File: config.mk
export PLATFORM = sky130hd
export DESIGN_NAME = sram_arbiter
export DESIGN_NICKNAME = d
export VERILOG_FILES = /design/src/rtl/sram_arbiter.sv
export SDC_FILE = /design/constraint.sdc
export NUM_CORES = 1
export LEC_CHECK = 0
export ABC_CLOCK_PERIOD_IN_PS = 1850
export CAP_MARGIN = 20
export CORE_ASPECT_RATIO = 0.6
export CORE_MARGIN = 10
export CORE_UTILIZATION = 33
export DETAILED_ROUTE_END_ITERATION = 8
export PLACE_DENSITY_LB_ADDON = 0.05
export SLEW_MARGIN = 40
export SYNTH_ARGS = -nofsm -noshare
export SYNTH_HDL_FRONTEND = slang
export SYNTH_SLANG_ARGS = --single-unit
File: constraint.sdc
create_clock -name clk -period 1.85 [get_ports clk]
set_input_delay 0.185 -clock clk [delete_from_list [all_inputs] [get_ports clk]]
set_output_delay 0.185 -clock clk [all_outputs]
set_load 0.02 [all_outputs]
File: src/rtl/sram_arbiter.sv
// sram_arbiter: round-robin front end that lets two requesters share one
// sram controller. Each port latches a single outstanding request. The arbiter
// issues one memory transaction at a time and routes the completion back to
// the port that owns it. A watchdog frees a port whose transaction never completes.
module sram_arbiter #(
  parameter int ADDR_BITS = 17,
  parameter int DATA_BITS = 8,
  parameter int TIMEOUT   = 65535
) (
  input  logic                 clk,
  input  logic                 rst,
  input  logic                 a_wr_en,
  input  logic                 a_rd_en,
  input  logic [ADDR_BITS-1:0] a_address,
  input  logic [DATA_BITS-1:0] a_wr_data,
  output logic [DATA_BITS-1:0] a_rd_data,
  output logic                 a_completed,
  output logic                 a_pending,
  input  logic                 b_wr_en,
  input  logic                 b_rd_en,
  input  logic [ADDR_BITS-1:0] b_address,
  input  logic [DATA_BITS-1:0] b_wr_data,
  output logic [DATA_BITS-1:0] b_rd_data,
  output logic                 b_completed,
  output logic                 b_pending,
  output logic                 mem_wr_en,
  output logic                 mem_rd_en,
  output logic [ADDR_BITS-1:0] mem_address,
  output logic [DATA_BITS-1:0] mem_data_out,
  input  logic [DATA_BITS-1:0] mem_data_in,
  input  logic                 mem_completed,
  output logic                 error,
  output logic                 last_grant
);

  // Watchdog counter is sized to hold TIMEOUT itself; TIMEOUT of 0 disables it.
  localparam int WD_BITS = (TIMEOUT > 0) ? $clog2(TIMEOUT + 1) : 1;
  localparam logic [WD_BITS-1:0] WD_LIMIT = WD_BITS'(TIMEOUT);

  typedef enum logic {S_IDLE, S_WAIT} state_t;

  state_t state_q, state_d;

  // Per-port request latches, index 0 = port A, index 1 = port B.
  logic [1:0]           pend_q, pend_d;
  logic [1:0]           op_wr_q, op_wr_d;
  logic [1:0]           done_q, done_d;
  logic [ADDR_BITS-1:0] addr_q [2];
  logic [ADDR_BITS-1:0] addr_d [2];
  logic [DATA_BITS-1:0] wdat_q [2];
  logic [DATA_BITS-1:0] wdat_d [2];
  logic [DATA_BITS-1:0] rd_data_q [2];
  logic [DATA_BITS-1:0] rd_data_d [2];

  // Port currently owning the memory, and the round-robin pointer.
  logic                 sel_q, sel_d;
  logic                 last_grant_q, last_grant_d;
  logic                 grant;

  logic                 mem_wr_en_q, mem_wr_en_d;
  logic                 mem_rd_en_q, mem_rd_en_d;
  logic [ADDR_BITS-1:0] mem_address_q, mem_address_d;
  logic [DATA_BITS-1:0] mem_data_out_q, mem_data_out_d;
  logic                 error_q, error_d;
  logic [WD_BITS-1:0]   wd_q, wd_d;

  logic [1:0]           req_wr, req_rd;
  logic [ADDR_BITS-1:0] req_addr [2];
  logic [DATA_BITS-1:0] req_data [2];

  assign req_wr      = {b_wr_en, a_wr_en};
  assign req_rd      = {b_rd_en, a_rd_en};
  assign req_addr[0] = a_address;
  assign req_addr[1] = b_address;
  assign req_data[0] = a_wr_data;
  assign req_data[1] = b_wr_data;

  assign a_rd_data    = rd_data_q[0];
  assign a_completed  = done_q[0];
  assign a_pending    = pend_q[0];
  assign b_rd_data    = rd_data_q[1];
  assign b_completed  = done_q[1];
  assign b_pending    = pend_q[1];
  assign mem_wr_en    = mem_wr_en_q;
  assign mem_rd_en    = mem_rd_en_q;
  assign mem_address  = mem_address_q;
  assign mem_data_out = mem_data_out_q;
  assign error        = error_q;
  assign last_grant   = last_grant_q;

  // Next-state logic: grant/issue in IDLE, completion or watchdog in WAIT, then request capture.
  always_comb begin
    state_d        = state_q;
    pend_d         = pend_q;
    op_wr_d        = op_wr_q;
    done_d         = '0;
    addr_d         = addr_q;
    wdat_d         = wdat_q;
    rd_data_d      = rd_data_q;
    sel_d          = sel_q;
    last_grant_d   = last_grant_q;
    grant          = 1'b0;
    mem_wr_en_d    = 1'b0;
    mem_rd_en_d    = 1'b0;
    mem_address_d  = mem_address_q;
    mem_data_out_d = mem_data_out_q;
    error_d        = 1'b0;
    wd_d           = wd_q;

    case (state_q)
      S_IDLE: begin
        if (pend_q != 2'b00) begin
          // Under contention the port not served last wins; otherwise the lone requester.
          grant          = (pend_q == 2'b11) ? ~last_grant_q : pend_q[1];
          sel_d          = grant;
          last_grant_d   = grant;
          mem_wr_en_d    = op_wr_q[grant];
          mem_rd_en_d    = ~op_wr_q[grant];
          mem_address_d  = addr_q[grant];
          mem_data_out_d = wdat_q[grant];
          wd_d           = '0;
          state_d        = S_WAIT;
        end
      end
      S_WAIT: begin
        if (mem_completed) begin
          // A real completion takes priority over a watchdog expiry in the same cycle.
          if (!op_wr_q[sel_q]) begin
            rd_data_d[sel_q] = mem_data_in;
          end
          done_d[sel_q] = 1'b1;
          pend_d[sel_q] = 1'b0;
          state_d       = S_IDLE;
        end else if (TIMEOUT != 0 && wd_q == WD_LIMIT) begin
          done_d[sel_q] = 1'b1;
          pend_d[sel_q] = 1'b0;
          error_d       = 1'b1;
          state_d       = S_IDLE;
        end else begin
          wd_d = wd_q + WD_BITS'(1);
        end
      end
      default: state_d = S_IDLE;
    endcase

    // A port only takes a new request while empty; a write beats a simultaneous read.
    for (int p = 0; p < 2; p++) begin
      if (!pend_q[p] && (req_wr[p] || req_rd[p])) begin
        pend_d[p]  = 1'b1;
        op_wr_d[p] = req_wr[p];
        addr_d[p]  = req_addr[p];
        wdat_d[p]  = req_data[p];
      end
    end
  end

  // State register; reset abandons any transaction in flight and favours A next.
  always_ff @(posedge clk) begin
    if (rst) begin
      state_q        <= S_IDLE;
      pend_q         <= '0;
      op_wr_q        <= '0;
      done_q         <= '0;
      sel_q          <= 1'b0;
      last_grant_q   <= 1'b1;
      mem_wr_en_q    <= 1'b0;
      mem_rd_en_q    <= 1'b0;
      mem_address_q  <= '0;
      mem_data_out_q <= '0;
      error_q        <= 1'b0;
      wd_q           <= '0;
      for (int p = 0; p < 2; p++) begin
        addr_q[p]    <= '0;
        wdat_q[p]    <= '0;
        rd_data_q[p] <= '0;
      end
    end else begin
      state_q        <= state_d;
      pend_q         <= pend_d;
      op_wr_q        <= op_wr_d;
      done_q         <= done_d;
      sel_q          <= sel_d;
      last_grant_q   <= last_grant_d;
      mem_wr_en_q    <= mem_wr_en_d;
      mem_rd_en_q    <= mem_rd_en_d;
      mem_address_q  <= mem_address_d;
      mem_data_out_q <= mem_data_out_d;
      error_q        <= error_d;
      wd_q           <= wd_d;
      for (int p = 0; p < 2; p++) begin
        addr_q[p]    <= addr_d[p];
        wdat_q[p]    <= wdat_d[p];
        rd_data_q[p] <= rd_data_d[p];
      end
    end
  end

endmodule
## Word level (Yosys, flattened, before mapping)

Index checks and enable logic that the tools add are counted.

| cells by class | value |
|---|---|
| add/sub/neg operators | 1 |
| multipliers | 0 |
| div/mod/pow operators | 0 |
| order comparisons | 6 |
| eq/ne operators | 5 |
| shift-type cells | 0 |
| mux-type cells | 32 |
| bitwise logic cells | 9 |
| reduce and logical (&&, ||, !) cells | 21 |

Operator list:

| kind | count |
|---|---|
| 17-bit 2-to-1 mux | 3 |
| 16-bit 2-to-1 mux | 3 |
| 8-bit 2-to-1 mux | 4 |
| 16-bit case mux with 2 select lines | 1 |
| 16-bit by 1-bit adder with 16-bit output (second input constant) | 1 |
| 16-bit bitwise mux | 1 |
| 16-bit equality test (second input constant) | 1 |
| 1-bit 2-to-1 mux | 12 |
| 2-bit 2-to-1 mux | 5 |
| 8-bit demux with 1-bit select | 1 |
| 2-bit inequality test (second input constant) | 3 |
| 2-bit AND reduction | 3 |
| 3-bit AND reduction | 2 |
| 2-bit nonzero test | 3 |
| 3-bit nonzero test | 2 |
| 3-bit OR reduction | 2 |
| 1-bit NOT | 5 |
| 2-bit >= comparator (second input constant) | 2 |
| 1-bit logical AND | 4 |
| 1-bit by 2-bit less-than comparator with 1-bit output (second input constant) | 2 |
| 1-bit NOT with 2-bit output | 2 |
| 2-bit AND | 1 |
| 2-bit equality test (second input constant) | 1 |
| 1-bit logical NOT | 2 |
| 7 further kinds | 8 |

| storage, ports and cells | value |
|---|---|
| flip-flop bits (word level) | 119 |
| latch bits | 0 |
| memory bits (writable) | 0 |
| bits in read-only memories | 0 |
| input port bits | 65 |
| output and inout bits | 49 |
| logic and storage cells | 94 |
| memories kept | 0 |

## Logic depth before layout (Yosys ltp)

Gate-level depths: netlist of the first run.

| logic depth | value |
|---|---|
| depth after elaboration | 10 |
| mapped depth | 8 |
| gate-level depth less buffers | 6 |

## Worst setup path after synthesis of the first run

No wires, ideal clock.

| timing | value |
|---|---|
| kind | register -> register |
| from | register wd_q[0] |
| to | register wd_q[11] |
| library setup time | 0.070 ns |
| data arrival time | 1.901 ns |
| data required time | 1.780 ns |
| path slack | -0.121 ns |
| cell stages (with the launch flop) | 9 |
| buffers on the path | 2 |
| clock period less this slack | 1.971 ns |
| cells stage by stage | dfxtp_1 > ha_1 > and3_1 > buf_6 > and4_4 > buf_6 > a21o_1 > or4_1 > a21boi_1 |

| between the ends | value |
|---|---|
| longest elaborated chain between the ends | 4 |
| elaborated cells between the ends (all ways) | 7 |
| classes of those cells | add/sub (1); eq/ne (2); mux (3); reduce/logical (1) |

Ends and longest elaborated chain:

| item | line | source |
|---|---|---|
| start, declared | 65 | `logic [WD_BITS-1:0] wd_q, wd_d;` |
| start signal, assigned | 189 | `wd_q <= wd_d;` |
| 16-bit by 1-bit adder with 16-bit output | 140 | `wd_d = wd_q + WD_BITS'(1);` |
| 16-bit 2-to-1 mux | 134 | `end else if (TIMEOUT != 0 && wd_q == WD_LIMIT) begin` |
| 16-bit 2-to-1 mux | 126 | `if (mem_completed) begin` |
| 16-bit case mux with 2 select lines | 110 | `case (state_q)` |

Parallel ways exist; a longest one is shown, timed or not. The select of a mux whose other input is x is not followed.
A chain may end at the register's enable or synchronous reset.

## Worst setup path after layout of the first run

| timing | value |
|---|---|
| from | register wd_q[0] |
| to | register wd_q[13] |

The elaborated chain is that of the path after synthesis.

==> results of run 1 <==
through the flow:
step | cells | hold slack [ns] | power (uW) | util (%)
after floorplan | 550 | 0.263 | 3510 | -
after global placement | 841 | 0.442 | 4100 | 44.5
after detailed placement | 841 | 0.446 | 4110 | 44.5
after CTS | 873 | 0.0493 | 7320 | 48.7
after global routing | 877 | 0.0716 | 7590 | 49.1
final | 877 | 0.0735 | 7270 | 49.1
layer usage:
metal  track usage, %  wire [um]  up-vias
li1                 -          -     2146
met1             20.3       7230     1939
met2             19.9       5700      119
met3             5.69       1060        6
met4             3.78         65        0
met5                0          0        -
flip-flops by register name, summed over array words and instances (netlist names), 2 cells and up:
signal and count:
wdat_q 16, done_q 2, mem_address 17, addr_q 34
a_rd_data 8, pend_q 2, mem_data_out 8, wd_q 16
op_wr_q 2, b_rd_data 8
cell usage after synthesis:
cell,number
nand2_1,135
dfxtp_1,119
a21oi_1,75
nor2_1,46
mux2i_1,35
clkbuf_1,29
a211oi_1,27
nor3_1,7
a31oi_1,5
nand3_1,5
nand4_1,5
nor3b_1,5
o21ai_1,5
and3_1,4
buf_2,4
inv_1,4
and4_1,3
buf_6,3
nand2b_1,3
o22a_1,3
a21boi_1,2
and2_1,2
buf_1,2
nor2b_1,2
o21bai_1,2
o31ai_1,2
or2_2,2
or3_1,2
or4_1,2
xnor2_1,2
a2111oi_2,1
a21o_1,1
a22oi_1,1
a2bb2oi_1,1
and4_4,1
ha_1,1
nand4b_1,1
o22ai_1,1
placed cells by master (no fill, tap or decap), types with 3 or more instances in the layout:
| cell | Yosys | final |
|---|---|---|
| dfxtp_2 | 0 | 5 |
| o22a_1 | 3 | 3 |
| nor3_1 | 7 | 6 |
| clkinv_4 | 0 | 3 |
| clkbuf_16 | 0 | 17 |
| a21oi_1 | 75 | 75 |
| o21ai_1 | 5 | 4 |
| nand3_1 | 5 | 5 |
| mux2i_1 | 35 | 35 |
| a31oi_1 | 5 | 5 |
| a211oi_1 | 27 | 27 |
| nand2b_1 | 3 | 3 |
| inv_1 | 4 | 4 |
| buf_12 | 0 | 3 |
| nand2_1 | 135 | 135 |
| clkinv_2 | 0 | 6 |
| buf_4 | 0 | 24 |
| dfxtp_1 | 119 | 113 |
| clkdlybuf4s50_1 | 0 | 111 |
| nor2_1 | 46 | 43 |
| nor3b_1 | 5 | 5 |
| nand4_1 | 5 | 5 |
timing repair:
item / 4_1_cts / 5_1_grt
resized for setup: 2 / 12
buffers inserted: 0 / 4
pin swaps: 0 / 2
endpoints found under the hold margin: 0 / 0
setup endpoints to repair: 4 / 8
cell families after synthesis:
logic type | Yosys count | share of synthesized area [%]
adder cells (fa/ha/maj) | 1 | 0.268
AO/OA/AOI/OAI | 126 | 16.1
buffers and inverters | 42 | 3.97
AND/OR/NAND/NOR | 225 | 20.7
multiplexers | 35 | 7.51
flip-flops | 119 | 51.1
XOR/XNOR | 2 | 0.376
final cells by class:
type                       count  area (um2)
clock buffer                  19         443
timing repair buffer         141        1380
sequential                   119        2390
clock inverter                13         131
fill                        1302        7000
inverter                       4        15.0
tap                          192         240
multi-input combinational    389        2150
where the power goes:
group	internal (uW)	leakage [uW]	total [uW]	switching, uW
registers	2750	0.000979	2870	117
logic	563	0.00124	1200	641
clock network	2010	0.000282	3190	1190
total	5320	0.00250	7270	1950
worst max-delay path by stage:
stage / startpoint / end / slack [ns] / depth (start not counted)
global route: wd_q[1]$_SDFFE_PP0P_ / wd_q[0]$_SDFFE_PP0P_ / -0.004 / 9
finish: wd_q[0]$_SDFFE_PP0P_ / wd_q[13]$_SDFFE_PP0P_ / 0.09 / 7
detailed placement: wd_q[0]$_SDFFE_PP0P_ / wd_q[4]$_SDFFE_PP0P_ / -0.07 / 7
floorplan: wd_q[1]$_SDFFE_PP0P_ / wd_q[11]$_SDFFE_PP0P_ / -0.03 / 8
CTS: pend_q[0]$_SDFFE_PP0P_ / a_pending / 0.008 / 1
global placement: wd_q[0]$_SDFFE_PP0P_ / wd_q[8]$_SDFFE_PP0P_ / -0.08 / 7
==> impl_metrics.py, run 1 <==
metrics = {
    "sta": {
        "hold_viol_final": 0,
        "tightest_slew_ns": 0.661,
        "fin_crit_ns": 1.76,
        "max-slew-margin-rel_pct": 56.0,
        "fmax_mhz": 569,
        "tns_ns": 0,
        "slew_viol_final": 0,
        "period_share_pct": 95.0,
        "final-setup-viol-count": 0,
        "setup_ws_ns": 0.0932,
        "skew_ns": 0.00978,
    },
    "power": {
        "ir_drop_mv": 0.511,
        "power_density_nw_per_um2": 1080,
        "cellLeakagePower_uw": 0.00250,
    },
    "run_status": {
        "status": "complete, no violations",
    },
    "worst_setup_path": {
        "start_kind": "flip-flop",
        "crit_buf_inv": 1,
        "crit_fanout": 4,
        "ff2ff_setup_slack_ns": 0.09,
        "reg2reg_from": "wd_q[0]$_SDFFE_PP0P_",
        "regToRegEndpoint": "wd_q[13]$_SDFFE_PP0P_",
        "path_cells": "ha_2, and3_4, and4_4, buf_4, a2111oi_2, xnor2_1, nor3_1",
        "endpoint_kind": "flip-flop",
        "crit_family": "simple AND/OR/NAND/NOR gates",
        "max_stage_delay_ns": 0.38,
        "crit_arrival_ns": 2.04,
        "crit_slowest_cell": "a2111oi_2",
        "worstPathRequired_ns": 2.13,
        "r2r_cells": 7,
        "path_class": "reg -> reg",
    },
    "grt": {
        "grtUsageTotal_pct": 14.4,
        "overflow": 0,
        "grt_pass1_wl_um": 22900,
        "grt_max_degree": 52,
        "grt_pass1_vias": 4284,
        "grt_antenna_before_repair": 0,
    },
    "cts": {
        "cts_tree": "done",
        "clock-sinks": 119,
        "ctsHoldBuffers": 0,
        "htree_levels": 4,
        "ctsRootBufferMaster": "clkbuf_16",
        "cts_made_buffers": 17,
        "clk_latency_ns": 0.41,
        "clockBufferDepth": 2,
        "cts.clk_slew.worst_paths_ns": 0.06,
    },
    "route": {
        "wire_per_inst_um": 16.0,
        "drt-pass1-iter-count": 5,
        "viasPerCell": 4.80,
        "vias": 4210,
        "routed_wl_um": 14000,
        "drtIter0Drc": 243,
        "drc": 0,
        "detail-route-antenna-nets": 0,
    },
    "place": {
        "pre_cts_ws_ns": -0.0682,
        "io_buffers": 113,
        "place_area_um2": 6120,
        "gp_congestion": 0.799,
        "place_hpwl_um": 9820,
    },
    "cells_and_area": {
        "nNetsFinal": 738,
        "syn_to_final_growth_pct": 44.9,
        "antenna_cells": 0,
        "drive_above_1_share_pct": 11.8,
        "design_area_um2": 6750,
    },
    "min_path": {
        "holdPathEnd": "wd_q[14]$_SDFFE_PP0P_",
        "hp-class": "in -> reg",
        "min-delay-start": "rst",
        "whs_path_depth": 2,
    },
    "yosys": {
        "postSynthAreaPerCell_um2": 8.48,
        "ys_seq_area_share_pct": 51.1,
        "ys_types": 38,
        "netlist_instances": 550,
        "yosysWarnings": 0,
        "synth_seq_cells": 119,
        "synth_fp_nets": 616,
        "syn_area_um2": 4660,
        "synth_area_leaders": "dfxtp_1, nand2_1, a21oi_1",
        "synth_top_area_share_pct": 51.1,
        "yosysTopAreaCell": "dfxtp_1",
    },
    "flow_run": {
        "drv_cap": 0,
    },
    "floorplan": {
        "io_pins": 114,
        "die_w_um": 173,
        "die_h_um": 112,
        "fp.coreArea_um2": 13700,
        "initial_core_util_pct": 33.9,
        "num_rows": 33,
        "die_area_um2": 19400,
    },
}
Power figures use the tool's default switching activity.
==> run 2, diff against run 1 <==
Settings changed: CORE_MARGIN 10 to not set, SKIP_LAST_GASP set to 1.
==> run 2 against run 1 <==
Sequential power is essentially flat. Final cell count decreased by 0.68%. Die area decreased by 25%. Sequential share of layout area rose by 0.30 points. Worst hold slack improved by 0.11 ns. Global-route usage increased by 4.2 points. Clock-buffer cell count down 2. Clock skew fell by 0.0017 ns. Core utilization down 0.34 points. Combinational power about the same. Highest routed layer unchanged.
==> impl_metrics.py, run 2 (synthesis results as in run 1) <==
metrics = {
    "power": {
        "ir_drop_mv": 0.568,
        "total_power_uw": 7140,
        "cellLeakagePower_uw": 0.00244,
        "power_density_nw_per_um2": 1070,
    },
    "grt": {
        "grt_pass1_wl_um": 20800,
        "overflow": 0,
        "grt_antenna_before_repair": 0,
        "grt_max_degree": 45,
        "grt_pass1_vias": 3944,
        "grtUsageTotal_pct": 18.7,
    },
    "sta": {
        "final-setup-viol-count": 0,
        "rsz0062_at_grt": "true",
        "fin_crit_ns": 1.78,
        "skew_ns": 0.00812,
        "hold_viol_final": 0,
        "max-slew-margin-rel_pct": 58.1,
        "tightest_slew_ns": 0.629,
        "whs_ns": 0.181,
        "period_share_pct": 96.3,
        "slew_viol_final": 0,
        "fmax_mhz": 561,
    },
    "cts": {
        "ctsRootBufferMaster": "clkbuf_16",
        "ctsHoldBuffers": 0,
        "cts_made_buffers": 17,
        "cts.clk_slew.worst_paths_ns": 0.06,
        "clk_latency_ns": 0.40,
        "htree_levels": 4,
        "clock-sinks": 119,
        "clockBufferDepth": 2,
        "cts_tree": "done",
    },
    "worst_setup_path": {
        "crit_arrival_ns": 1.60,
        "worstPathRequired_ns": 1.66,
        "regToRegEndpoint": "wd_q[11]$_SDFFE_PP0P_",
        "ff2ff_setup_slack_ns": 0.08,
        "crit_family": "buffers and inverters",
        "endpoint_kind": "output port",
        "crit_slowest_cell": "clkdlybuf4s50_1",
        "r2r_cells": 6,
        "crit_end": "b_pending",
        "crit_start": "pend_q[1]$_SDFFE_PP0P_",
        "max_stage_delay_ns": 0.70,
        "start_kind": "flip-flop",
        "path_cells": "clkdlybuf4s50_1",
        "crit_fanout": 8,
        "cp.depth": 1,
        "reg2reg_from": "wd_q[1]$_SDFFE_PP0P_",
        "crit_buf_inv": 1,
        "path_class": "reg -> out",
    },
    "floorplan": {
        "initial_core_util_pct": 34.0,
        "fp.coreArea_um2": 13700,
        "io_pins": 114,
        "num_rows": 33,
        "die_w_um": 155,
        "die_area_um2": 14600,
        "die_h_um": 94.1,
    },
    "place": {
        "gp_congestion": 0.767,
        "place_inst": 839,
        "io_buffers": 113,
        "place_hpwl_um": 8860,
    },
    "cells_and_area": {
        "syn_to_final_growth_pct": 43.5,
        "layout_common_cells": "nand2_1, dfxtp_1, clkdlybuf4s50_1, a21oi_1, nor2_1",
        "drive_above_1_share_pct": 10.9,
        "final_util_pct": 48.8,
        "regMostFlops": "addr_q",
        "final_cell_count_no_fill": 871,
        "largest_register_ff_count": 34,
        "antenna_cells": 0,
        "final_common_cell": "nand2_1",
        "nNetsFinal": 732,
    },
    "route": {
        "detail-route-antenna-nets": 0,
        "routed_wl_um": 13000,
        "drc": 0,
        "viasPerCell": 4.77,
        "wire_per_inst_um": 14.9,
        "drtIter0Drc": 183,
        "vias": 4156,
        "drt-pass1-iter-count": 4,
    },
    "min_path": {
        "hp-class": "in -> reg",
    },
    "flow_run": {
        "drv_cap": 0,
    },
    "run_status": {
        "status": "complete, no violations",
    },
}
-- run 2: cell types whose count changed in the layout (fill, tap and decap cells not counted), moves of 2 or more --
cell        before  now
clkinv_4         3    5
buf_4           24   19
clkinvlp_4       2    6
buf_6            2    0
clkinv_2         6    3
-- run 2: per-stage QoR --
step	TNS [ns]	setup slack, ns	area, um2
CTS	-0.0233	-0.0233	6670
global route	-0.00921	-0.00921	6690
finish	0	0.0685	6690
detailed placement	-0.202	-0.0805	6110
floorplan	-0.0277	-0.0277	4670
global placement	-0.236	-0.0782	6110
-- run 2: area by class of cell --
type,instances,area [um2]
sequential,119,2390
timing repair buffer,135,1340
tap,192,240
clock buffer,17,425
clock inverter,15,134
multi-input combinational,389,2140
inverter,4,15.0
fill,1345,7020
-- run 2: worst min path at each step --
stage                            start                       to  depth (start not counted)  slack (ns)
2_1_floorplan            mem_completed         error$_SDFF_PP0_                          1        0.26
3_3_place_gp   addr_q[22]$_SDFFE_PP0P_  addr_q[22]$_SDFFE_PP0P_                          2        0.44
3_5_place_dp   addr_q[25]$_SDFFE_PP0P_  addr_q[25]$_SDFFE_PP0P_                          2        0.45
4_1_cts                            rst    wd_q[12]$_SDFFE_PP0P_                          2        0.18
5_1_grt                            rst  addr_q[14]$_SDFFE_PP0P_                          2        0.20
6_report                           rst    wd_q[12]$_SDFFE_PP0P_                          2        0.18
-- run 2: repair_timing --
item,in CTS,in global routing
endpoints found under the setup margin,3,4
setup buffers,0,0
gates resized for setup,1,7
-- run 2: power by group --
part / switching, uW / total, uW / leakage (uW) / internal [uW]
Clock: 1240 / 3080 / 0.000257 / 1840
Combinational: 633 / 1190 / 0.00121 / 560
Sequential: 109 / 2860 / 0.000978 / 2750
-- run 2: per-layer routing --
| metal | wire length, um | GRT usage, % | up-vias |
|---|---|---|---|
| met1 | 6880 | 26.9 | 1914 |
| met2 | 5170 | 26.1 | 104 |
| li1 | - | - | 2129 |
| met3 | 815 | 5.44 | 9 |
| met4 | 119 | 6.13 | 0 |
| met5 | 0 | 0 | - |
==> run 3, diff against run 2 <==
Settings changed: ABC_CLOCK_PERIOD_IN_PS 1850 to 1610, CORE_UTILIZATION 33 to 30.
Clock period 1.85 ns to 1.61 ns, I/O delays scaled along.
==> run 3 against run 2 <==
The flow now finishes with violations (negative setup slack). Clock-buffer cell count up 2. Sequential cell count unchanged. Sequential share of layout area down 2.2 points. Largest power group unchanged. Non-clock buffer count up 42. First-iteration DRC count down 2.2%. Via count up 3.8%. Final area up 6.3%. Largest cell class unchanged. Critical path depth up 5.
==> impl_metrics.py, run 3 (synthesis results as in run 1) <==
metrics = {
    "sta": {
        "hold_viol_final": 0,
        "period_share_pct": 104,
        "fmax_mhz": 595,
        "setup_ws_ns": -0.0705,
        "tns_ns": -0.175,
        "slew_viol_final": 0,
        "rsz0062_at_grt": "true",
        "final-setup-viol-count": 4,
        "tightest_slew_ns": 0.551,
        "fin_crit_ns": 1.68,
        "skew_ns": 0.0149,
        "max-slew-margin-rel_pct": 63.2,
    },
    "grt": {
        "grt_max_degree": 52,
        "grtUsageTotal_pct": 17.5,
        "grt_pass1_vias": 4256,
        "overflow": 0,
        "grt_pass1_wl_um": 21900,
        "grt_antenna_before_repair": 0,
    },
    "power": {
        "ir_drop_mv": 0.587,
        "power_density_nw_per_um2": 1220,
        "cellLeakagePower_uw": 0.00274,
        "total_power_uw": 8640,
    },
    "cells_and_area": {
        "largest_register_ff_count": 34,
        "final_common_cell": "nand2_1",
        "syn_to_final_growth_pct": 52.5,
        "final_util_pct": 47.9,
        "layout_common_cells": "nand2_1, dfxtp_1, clkdlybuf4s50_1, a21oi_1, buf_4",
        "drive_above_1_share_pct": 16.5,
        "final_cell_count_no_fill": 919,
        "nNetsFinal": 774,
        "regMostFlops": "addr_q",
        "antenna_cells": 0,
    },
    "worst_setup_path": {
        "endpoint_kind": "flip-flop",
        "crit_slowest_cell": "or4_1",
        "worstPathRequired_ns": 1.93,
        "crit_family": "simple AND/OR/NAND/NOR gates",
        "crit_buf_inv": 0,
        "ff2ff_setup_slack_ns": -0.07,
        "path_class": "reg -> reg",
        "start_kind": "flip-flop",
        "max_stage_delay_ns": 0.40,
        "path_cells": "ha_2, and3_4, and4_4, a21o_1, or4_1, a21boi_1",
        "crit_arrival_ns": 2.00,
        "crit_fanout": 5,
    },
    "place": {
        "io_buffers": 113,
        "place_hpwl_um": 9440,
        "place_inst": 882,
        "gp_congestion": 0.801,
    },
    "floorplan": {
        "num_rows": 34,
        "die_h_um": 98.6,
        "fp.coreArea_um2": 14800,
        "die_area_um2": 16100,
        "die_w_um": 163,
        "initial_core_util_pct": 31.4,
        "io_pins": 114,
    },
    "run_status": {
        "violations": "negative setup slack",
        "status": "complete, but fails checks",
    },
    "cts": {
        "clk_latency_ns": 0.40,
        "htree_levels": 4,
        "clockBufferDepth": 2,
        "cts_tree": "done",
        "clock-sinks": 119,
        "cts_made_buffers": 17,
        "ctsRootBufferMaster": "clkbuf_16",
        "cts.clk_slew.worst_paths_ns": 0.05,
    },
    "route": {
        "drt-pass1-iter-count": 4,
        "drtIter0Drc": 179,
        "wire_per_inst_um": 14.8,
        "vias": 4313,
        "detail-route-antenna-nets": 0,
        "viasPerCell": 4.69,
        "routed_wl_um": 13600,
        "drc": 0,
    },
    "min_path": {
        "hp-class": "in -> reg",
    },
    "flow_run": {
        "drv_cap": 0,
    },
}
[run 3: stage by stage]
| step | hold slack (ns) | cell area (um2) | worst slack [ns] |
|---|---|---|---|
| after global routing | 0.0120 | 7110 | -0.142 |
| after floorplan | 0.239 | 4680 | -0.268 |
| final | 0.0230 | 7110 | -0.0705 |
| after global placement | 0.441 | 6400 | -0.179 |
| after detailed placement | 0.447 | 6400 | -0.188 |
| after CTS | 0.0210 | 7060 | -0.0906 |
[run 3: final cells by class]
cell class                      instances  area, um2
Tap cell                              198        248
Fill cell                            1454       7740
Sequential cell                       119       2390
Timing Repair Buffer                  177       1670
Multi-Input combinational cell        389       2180
Inverter                                4       15.0
Clock inverter                         13        171
Clock buffer                           19        443
[run 3: path summary, 6_finish.rpt]
kind                                              start  cells after the start                       to
worst max-delay path               wd_q[1]$_SDFFE_PP0P_                      6    wd_q[11]$_SDFFE_PP0P_
worst min-delay path                                rst                      2     wd_q[1]$_SDFFE_PP0P_
worst max register to register     wd_q[1]$_SDFFE_PP0P_                      6    wd_q[11]$_SDFFE_PP0P_
worst min register to register  addr_q[23]$_SDFFE_PP0P_                      2  addr_q[23]$_SDFFE_PP0P_
[run 3: what timing repair did]
item / 4_1_cts / 5_1_grt
setup endpoints to repair: 6 / 18
hold buffers: 0 / 0
resized for setup: 4 / 13
pin swaps: 8 / 6
setup buffers: 5 / 1
[run 3: layer usage]
metal | wire (um) | up-vias | track usage, %
met1 | 7290 | 1990 | 25.4
met5 | 0 | - | 0
li1 | - | 2220 | -
met4 | 64 | 0 | 4.82
met3 | 782 | 6 | 5.68
met2 | 5480 | 97 | 24.6
[run 3: power by group]
| group | switching (uW) | internal, uW | leakage (uW) |
|---|---|---|---|
| Sequential | 121 | 3160 | 0.000977 |
| Clock | 1420 | 2500 | 0.000295 |
| Combinational | 751 | 689 | 0.00147 |
